===== config.mk =====
export PLATFORM = sky130hd
export DESIGN_NAME = vedic_mul_rr_sched
export DESIGN_NICKNAME = d
export VERILOG_FILES = /design/src/rtl/vedic_mul_pkg.sv /design/src/rtl/rr_arbiter.sv /design/src/rtl/vedic_mul_rr_sched.sv
export SDC_FILE = /design/constraint.sdc
export NUM_CORES = 1
export LEC_CHECK = 0
export CORE_AREA = 5 5 176 178
export CTS_BUF_LIST = sky130_fd_sc_hd__clkbuf_8
export CTS_CLUSTER_DIAMETER = 120
export DETAILED_ROUTE_END_ITERATION = 6
export DIE_AREA = 0 0 181 183
export PLACE_DENSITY_LB_ADDON = 0.3
export SLEW_MARGIN = 10
export SYNTH_ARGS = -nofsm -noshare
export SYNTH_HDL_FRONTEND = slang
export SYNTH_HIERARCHICAL = 1
export SYNTH_SLANG_ARGS = --single-unit

===== constraint.sdc =====
create_clock -name clk -period 7.2 [get_ports clk]
set_input_delay 1.44 -clock clk [delete_from_list [all_inputs] [get_ports clk]]
set_output_delay 1.44 -clock clk [all_outputs]
set_load 0.01 [all_outputs]

===== src/rtl/vedic_mul_pkg.sv =====
// Shared definitions for the vedic multiplier round-robin scheduler slice.
//   N_REQ_DEF / WIDTH_DEF / MUL_LAT_DEF / IDW_DEF : default parameterisation
//   tag_t    : in-flight issue tag {vld, id} at the default ID width
//   wrap_inc : modulo-n increment used for the round-robin pointer
package vedic_mul_pkg;

  localparam int unsigned N_REQ_DEF   = 4;
  localparam int unsigned WIDTH_DEF   = 32;
  localparam int unsigned MUL_LAT_DEF = 4;
  localparam int unsigned IDW_DEF     = 2;

  typedef struct packed {
    logic               vld;
    logic [IDW_DEF-1:0] id;
  } tag_t;

  function automatic int unsigned wrap_inc(input int unsigned v, input int unsigned n);
    return (v + 1 >= n) ? 0 : v + 1;
  endfunction

endpackage


===== src/rtl/rr_arbiter.sv =====
// Combinational round-robin arbiter.
//   req   : per-requester request bits
//   ptr   : highest-priority requester index for this cycle
//   en    : 0 forces no grant
//   grant : one-hot grant (all zero when nothing wins)
//   idx   : encoded index of the granted requester (0 when no grant)
module rr_arbiter
  import vedic_mul_pkg::*;
#(
  parameter int unsigned N_REQ = N_REQ_DEF,
  parameter int unsigned IDW   = IDW_DEF
) (
  input  logic [N_REQ-1:0] req,
  input  logic [IDW-1:0]   ptr,
  input  logic             en,
  output logic [N_REQ-1:0] grant,
  output logic [IDW-1:0]   idx
);

  logic        found;
  int unsigned j;

  always_comb begin
    grant = '0;
    idx   = '0;
    found = 1'b0;
    j     = 0;
    if (en) begin
      for (int unsigned i = 0; i < N_REQ; i++) begin
        j = 32'(ptr) + i;
        if (j >= N_REQ) j = j - N_REQ;
        if (!found && req[j]) begin
          found    = 1'b1;
          grant[j] = 1'b1;
          idx      = IDW'(j);
        end
      end
    end
  end

endmodule


===== src/rtl/vedic_mul_rr_sched.sv =====
// Round-robin scheduler sharing one pipelined multiplier among N_REQ requesters.
//   clk, rst                : clock, synchronous active-high reset
//   en                      : 1 allows new grants; 0 lets in-flight ops drain
//   req_valid/req_ready     : per-requester handshake, req_ready is a one-hot grant
//   req_a/req_b             : packed operands, requester i at [i*WIDTH +: WIDTH]
//   mul_a/mul_b             : registered operands to the multiplier
//   mul_p                   : multiplier product, valid MUL_LAT clocks after mul_a/mul_b
//   resp_valid/resp_id/resp_p : one-hot response pulse, owner id, product
//   busy                    : any issue tag still in flight
module vedic_mul_rr_sched
  import vedic_mul_pkg::*;
#(
  parameter int unsigned N_REQ   = N_REQ_DEF,
  parameter int unsigned WIDTH   = WIDTH_DEF,
  parameter int unsigned MUL_LAT = MUL_LAT_DEF,
  parameter int unsigned IDW     = IDW_DEF
) (
  input  logic                   clk,
  input  logic                   rst,
  input  logic                   en,
  input  logic [N_REQ-1:0]       req_valid,
  output logic [N_REQ-1:0]       req_ready,
  input  logic [N_REQ*WIDTH-1:0] req_a,
  input  logic [N_REQ*WIDTH-1:0] req_b,
  output logic [WIDTH-1:0]       mul_a,
  output logic [WIDTH-1:0]       mul_b,
  input  logic [2*WIDTH-1:0]     mul_p,
  output logic [N_REQ-1:0]       resp_valid,
  output logic [IDW-1:0]         resp_id,
  output logic [2*WIDTH-1:0]     resp_p,
  output logic                   busy
);

  logic [IDW-1:0]   rr_ptr;
  logic [N_REQ-1:0] grant;
  logic [IDW-1:0]   gnt_idx;
  logic             fire;

  // Tag captured alongside mul_a/mul_b, then MUL_LAT shift stages: the last
  // stage lines up with the cycle in which mul_p holds that issue's product.
  logic             iss_vld;
  logic [IDW-1:0]   iss_id;
  logic [MUL_LAT-1:0] pipe_vld;
  logic [IDW-1:0]   pipe_id [MUL_LAT];

  rr_arbiter #(
    .N_REQ (N_REQ),
    .IDW   (IDW)
  ) u_arb (
    .req   (req_valid),
    .ptr   (rr_ptr),
    .en    (en & ~rst),
    .grant (grant),
    .idx   (gnt_idx)
  );

  assign req_ready = grant;
  assign fire      = |grant;

  always_ff @(posedge clk) begin
    if (rst) begin
      rr_ptr  <= '0;
      mul_a   <= '0;
      mul_b   <= '0;
      iss_vld <= 1'b0;
      iss_id  <= '0;
    end else begin
      iss_vld <= fire;
      iss_id  <= gnt_idx;
      if (fire) begin
        mul_a  <= req_a[32'(gnt_idx)*WIDTH +: WIDTH];
        mul_b  <= req_b[32'(gnt_idx)*WIDTH +: WIDTH];
        rr_ptr <= IDW'(wrap_inc(32'(gnt_idx), N_REQ));
      end
    end
  end

  always_ff @(posedge clk) begin
    if (rst) begin
      pipe_vld <= '0;
      for (int unsigned s = 0; s < MUL_LAT; s++) pipe_id[s] <= '0;
    end else begin
      pipe_vld[0] <= iss_vld;
      pipe_id[0]  <= iss_id;
      for (int unsigned s = 1; s < MUL_LAT; s++) begin
        pipe_vld[s] <= pipe_vld[s-1];
        pipe_id[s]  <= pipe_id[s-1];
      end
    end
  end

  always_comb begin
    resp_valid = '0;
    if (pipe_vld[MUL_LAT-1]) resp_valid[pipe_id[MUL_LAT-1]] = 1'b1;
  end

  assign resp_id = pipe_id[MUL_LAT-1];
  assign resp_p  = mul_p;
  assign busy    = iss_vld | (|pipe_vld);

endmodule

==> results.md, run 1 <==
* Final Power at 1.72 mW
* Startpoint Class: input pin
* Logic pwr share at 42.6%
* Initial antenna violation count at 0
* Count of final setup violators at 0
* CTS tree: built
* Reg-to-reg endpoint: mul_a[4]
* # nets final at 997
* Switching part of the total at 31.1%
* Ys Warns at 6
* Post-Synthesis Net Count at 743
* Starting Density at 17.4%
* WL/cell at 19.4 um
* Die ar. at 0.0331 sq mm
* CTS Buf Count at 9
* DRC at 0
* ANT cells at 0
* Sequential Area at 0.00162 sq mm
* Worst-Margin Slew at 1.14 ns
* CP Launch Point: req_valid[1]
* FFs w/ async S/R, synth at 0%
* Clk sinks at 81
* H-tree levels at 3
* CTS Root Cell: clkbuf_8
* Post-Route WL at 20600 um
* Commonest non-fill, non-tap cell in the layout: clkdlybuf4s50_1
* Core area at 0.0292 sq mm
* HPWL after DPL at 16100 um
* Mapped Area at 0.00508 sq mm
* Final core occ at 29.2%
* Final-layout fill cell count at 2997
* RSZ-0062 raised after global routing: false
* P_int at 1.19 mW
* Hold slack final at 0.437 ns
* Hold Fails Final Rpt at 0
* Max-Cap Viols at 0
* Setup TNS at 0 ns
* Syn_area_per_cell at 12.4 sq um
* Synth Flop Type: dfxtp_1
* Critical Path Fanout Max at 7
* Crit Path Class: in -> out
* Via Count at 4465
* Layout area overhead at 67.9%
* End of the critical path: req_ready[0]
* Pins Over Slew Limit at 0
* Synth Instances at 411
* Area of the multi-input gates at 0.00274 sq mm
* CP Data Arrival Time at 3.96 ns
* Peak VDD IR at 80.9 uV
* CP Data Required Time at 5.76 ns
* Post-synth EDFFs at 0
* Die width at 181 um
* DR pass1 iterations at 4
* Post-CTS Hold Fix Bufs at 0
* Clock share of power at 23.8%
* Cells along the critical path: clkdlybuf4s50_1, mux2_2, mux2i_1, a2111oi_0, o22ai_1, clkdlybuf4s50_1
* R2R Path Start: rr_ptr[0]
* Pwr dens at 202 mW/mm^2
* Buffers on Ports at 337
* R2R depth at 10
* Routability Congestion at 0.785
* Commonest non-fill, non-tap cells in the layout: clkdlybuf4s50_1 (337), dfxtp_1 (81), mux4_2 (64), a22o_1 (64), nor2b_1 (15)
* NetSw at 0.537 mW
* Via density at 4.21
* R2R Setup Slk at 2.30 ns
* Min Tclk post-route at 5.40 ns
* Sequential share of power at 33.7%
* Status: finished, final reports clean
* Number of core rows at 63
* CTS resizes at 0
* Period utilisation layout at 74.9%
* Sequential area share after synthesis at 31.9%
* Number of synthesized register bits at 81
* Clock latency at the later pin of the worst-skew pair at 0.36 ns
* Slew margin rel. at 23.9%
* Chip height at 183 um
* I/O pin cnt at 466
* Worst path slowest cell: clkdlybuf4s50_1
* Clock transition at path regs at 0.10 ns
* Largest net degree at the start of global routing at 38
* CP endpoint kind: output pin
* Hold wc startpoint: iss_id[1]
* Post-CTS Setup Bufs at 0
* Layout cells sized above 1 at 14.9%
* Max stage delay on crit path at 0.60 ns
* CTS max path bufs at 2
* Peak Freq at 185 MHz
* Yosys cell types at 39
* Tot GR Track Use at 11.6%
* Grt ovf at 0
* Post-route ant nets at 0
* Worst hold path class: reg -> reg
* Vias in the first global route at 4727
* Setup Skew at 0.0190 ns
* Crit-path most repeated cell: clkdlybuf4s50_1
* Lkg Pwr at 2.95 nW
* 1st-iter DRT viols at 167
* First-pass GRT wire length at 29700 um
[area by class of cell]
cell class,count,share of cell area (%)
clock inverter,5,1.01
tap,390,5.72
sequential,81,19.0
timing repair buffer,342,40.1
multi-input combinational,226,32.2
inverter,5,0.220
clock buffer,11,1.77
[Yosys cell counts (2+ instances only)]
cell       instances  area (sq um)
a21oi_1            4          20.0
nor2_1             3          11.3
mux2_2             3          33.8
buf_2              8          40.0
and3_1             9          56.3
nor2_2             2          12.5
ha_1               5          62.6
nand2_1           13          48.8
a31oi_1            2          12.5
buf_1              2          7.51
inv_1              4          15.0
a22o_1            64           561
buf_6             12           135
mux4_2            64          1440
mux2i_1            3          30.0
a2111oi_0          4          35.0
o21ai_0            6          30.0
buf_4             68           510
o22ai_1            8          50.1
nand3b_1           2          15.0
nand2b_1           4          25.0
dfxtp_1           81          1620
nor2b_1           15          93.8
or3_1              2          12.5
clkbuf_1           9          33.8
[flip-flops by register name, indices dropped and copies added, names as in the netlist]
signal	count
iss_id	2
mul_a	32
pipe_id	8
rr_ptr	2
mul_b	32
iss_vld	1
pipe_vld	4
[metrics by stage]
| step | worst slack [ns] | cells | cell area [sq um] |
|---|---|---|---|
| final | 1.80 | 1060 | 8530 |
| after global routing | 1.59 | 1060 | 8530 |
| after CTS | 1.81 | 1060 | 8530 |
| after detailed placement | 1.79 | 1044 | 8300 |
| after global placement | 1.83 | 1044 | 8300 |
| after floorplan | 3.10 | 411 | 5080 |
[critical path, delay by kind of cell]
| kind | cells | cell delay (ns) |
|---|---|---|
| muxes | 2 | 0.76 |
| AOI/OAI and AO/OA | 2 | 0.56 |
| buffers and inverters | 2 | 1.19 |
[power by group through the flow]
stage | clock network [mW] | logic [mW] | registers, mW
6_report | 0.410 | 0.734 | 0.580
3_5_place_dp | 0 | 0.750 | 0.589
2_1_floorplan | 0 | 0.386 | 0.613
4_1_cts | 0.440 | 0.753 | 0.580
5_1_grt | 0.459 | 0.790 | 0.591
3_3_place_gp | 0 | 0.751 | 0.589
[worst min-delay path by stage]
stage                                to  slack [ns]  depth (start not counted)
final                     pipe_id[0][1]        0.44                          1
after global routing      pipe_id[0][1]        0.44                          1
after CTS                 pipe_id[0][4]        0.43                          1
after detailed placement  pipe_id[0][5]        0.43                          1
after global placement    pipe_id[0][4]        0.42                          1
after floorplan           pipe_id[0][0]        0.41                          1
[kinds of logic (layout without fill, tap and decap cells)]
family | after synthesis | count (layout) | synth area share [%]
compound gates | 91 | 91 | 14.9
fa+ha+maj | 5 | 5 | 1.23
buf+inv | 104 | 363 | 14.7
flops | 81 | 81 | 31.9
mux | 72 | 72 | 30.3
simple gates | 58 | 58 | 6.94
[per-layer routing]
layer,vias up,wire length [um],GRT usage [%]
li1,2047,-,-
met1,2154,8220,14.0
met2,237,10500,20.2
met3,27,1570,3.87
met4,0,284,2.97
met5,-,0,0
Power figures use the tool's default switching activity.
==> run 2: changes to the inputs <==
==> constraint.sdc (replaced) <==
create_clock -name clk -period 5.6 [get_ports clk]
set_input_delay 1.12 -clock clk [delete_from_list [all_inputs] [get_ports clk]]
set_output_delay 1.12 -clock clk [all_outputs]
set_load 0.01 [all_outputs]
==> results.md, run 2 (synthesis gave the netlist of run 1 again) <==
* Commonest non-fill, non-tap cells in the layout: clkdlybuf4s50_1 (337), dfxtp_1 (81), mux4_2 (64), a22o_1 (64), nor2b_1 (15)
* Post-route ant nets at 0 (unchanged)
* Pins Over Slew Limit at 0 (unchanged)
* P_int at 1.46 mW (+23%)
* Switching part of the total at 31.5% (+0.38 points)
* Met2 WL at 10300 um (-2.2%)
* Clock transition at path regs at 0.10 ns (about the same)
* Final-layout fill cell count at 3006 (+0.30%)
* Lkg Pwr at 2.95 nW (about the same)
* Worst hold path class: reg -> reg
* DR pass1 iterations at 5 (+1)
* Via Count at 4446 (-0.43%)
* Sequential share of power at 35.0% (+1.3 points)
* Metal3 WL at 1680 um (+6.7%)
* CP endpoint kind: output pin
* R2R Setup Slk at 1.11 ns (-1.19 ns)
* CTS max path bufs at 2 (unchanged)
* # placed instances at 1047 (+0.29%)
* First-pass GRT wire length at 29500 um (-0.74%)
* Initial antenna violation count at 0 (unchanged)
* Largest net degree at the start of global routing at 40 (+5.3%)
* Die width at 181 um (unchanged)
* Post-Route WL at 20200 um (-1.9%)
* Commonest non-fill, non-tap cell in the layout: clkdlybuf4s50_1
* Clock latency at the later pin of the worst-skew pair at 0.36 ns (about the same)
* CTS tree: built
* Crit Path Class: reg -> out
* Chip height at 183 um (unchanged)
* Pwr dens at 250 mW/mm^2 (+24%)
* I/O pin cnt at 466 (unchanged)
* Hold path endpoint: pipe_id[0][5]
* CP Data Required Time at 4.48 ns (-1.28 ns)
* Hold Fails Final Rpt at 0 (unchanged)
* Count of final setup violators at 0 (unchanged)
* Critical Path Fanout Max at 14 (+7)
* Logic pwr share at 44.7% (+2.1 points)
* NetSw at 0.672 mW (+25%)
* Clock share of power at 20.3% (-3.5 points)
* Hold wc startpoint: pipe_id[0][3]
* Setup Skew at 0.0205 ns (+0.00149 ns)
* M1 wire length at 7890 um (-3.9%)
* WL/cell at 19.0 um (-2.0%)
* Largest regs: mul_a x32, mul_b x32, pipe_id x8
* # nets final at 1000 (+0.30%)
* Min Tclk post-route at 4.91 ns
* HPWL after DPL at 16100 um (about the same)
* Period utilisation layout at 87.8%
* Die ar. at 0.0331 sq mm (unchanged)
* Tot GR Track Use at 11.5% (-0.094 points)
* Hold slack final at 0.446 ns (+0.00873 ns)
* Layout area overhead at 67.7%
* R2R Path Start: rr_ptr[0]
* Peak VDD IR at 122 uV (+51%)
* Finished Layout Cells at 1061 (+0.094%)
* Post-CTS Setup Bufs at 0 (unchanged)
* Buffers on Ports at 337 (unchanged)
* CP Data Arrival Time at 3.79 ns (-0.17 ns)
* Vias in the first global route at 4739 (+0.25%)
* Hold path cells at 1 (unchanged)
* Starting Density at 17.4% (unchanged)
* Via density at 4.19 (-0.52%)
* Uppermost layer routed: met4
* CTS resizes at 0 (unchanged)
* Worst-Margin Slew at 0.772 ns (-0.367 ns)
* CTS Root Cell: clkbuf_8
* DRC at 0 (unchanged)
* Grt ovf at 0 (unchanged)
* ANT cells at 0 (unchanged)
* Reg-to-reg endpoint: mul_a[2]
* Startpoint Class: flip-flop
* Routability Congestion at 0.792 (+0.80%)
* CTS Buf Count at 9 (unchanged)
* Slew margin rel. at 48.4% (+25 points)
* Area of the multi-input gates at 0.00274 sq mm (unchanged)
* Max-Cap Viols at 0 (unchanged)
* Peak Freq at 203 MHz
* RSZ-0062 raised after global routing: false
* Status: finished, final reports clean
* Sequential Area at 0.00162 sq mm (unchanged)
* Setup TNS at 0 ns (unchanged)
* Layout cells sized above 1 at 15.1% (+0.13 points)
* 1st-iter DRT viols at 174 (+4.2%)
* Core area at 0.0292 sq mm (unchanged)
* Clk sinks at 81 (unchanged)
* H-tree levels at 3 (unchanged)
* Post-CTS Hold Fix Bufs at 0 (unchanged)
* Number of core rows at 63 (unchanged)
* R2R depth at 10 (unchanged)
## run 2: changes by cell type in the layout (fill, tap and decap cells not counted)
cell,previous run,this run
clkinvlp_4,2,1
clkinv_2,0,2
bufinv_16,2,1
buf_4,4,5
inv_8,1,0
inv_6,0,1
buf_12,1,3
clkbuf_8,11,9
## run 2: power by group through the flow
stage	Sequential, mW	Combinational [mW]	Clock [mW]
global placement	0.759	0.974	0
finish	0.746	0.953	0.434
global route	0.761	1.03	0.487
floorplan	0.788	0.496	0
detailed placement	0.759	0.975	0
CTS	0.748	0.979	0.471
## run 2: layout make-up
class / count / area share, %
tap: 390 / 5.73
clock buffer: 9 / 1.45
clock inverter: 5 / 0.661
timing repair buffer: 345 / 40.7
inverter: 5 / 0.220
sequential: 81 / 19.0
multi-input combinational: 226 / 32.2
## run 2: worst max path at each step
stage / from / end / slack, ns / cells past startpoint
floorplan: req_valid[0] / mul_b[10] / 2.11 / 8
global placement: req_valid[3] / mul_a[10] / 0.96 / 9
detailed placement: req_valid[3] / mul_b[25] / 0.89 / 9
CTS: rr_ptr[0] / req_ready[3] / 0.65 / 7
global route: rr_ptr[0] / req_ready[3] / 0.44 / 7
finish: rr_ptr[0] / req_ready[3] / 0.69 / 7
## run 2: routing by layer
metal / GRT usage, % / up-vias
li1: - / 2050
met5: 0 / -
met2: 20.3 / 246
met3: 4.17 / 31
met1: 13.4 / 2119
met4: 3.06 / 0
## run 2: per-stage QoR
step           instance area (sq um)  utilization, %  setup WS [ns]  total power, mW
2_1_floorplan                   5080               -           2.11             1.28
3_3_place_gp                    8340            28.5          0.962             1.73
3_5_place_dp                    8340            28.5          0.887             1.73
4_1_cts                         8520            29.1          0.654             2.20
5_1_grt                         8520            29.1          0.440             2.28
6_report                        8520            29.1          0.686             2.13
## run 2: worst max-delay path, cell delays in order (launching register included)
cell and delay, ns:
dfxtp_1 0.76, inv_2 0.24, ha_1 0.52, mux2_2 0.42, mux2i_1 0.35, a2111oi_0 0.20, o22ai_1 0.34, clkdlybuf4s50_1 0.60
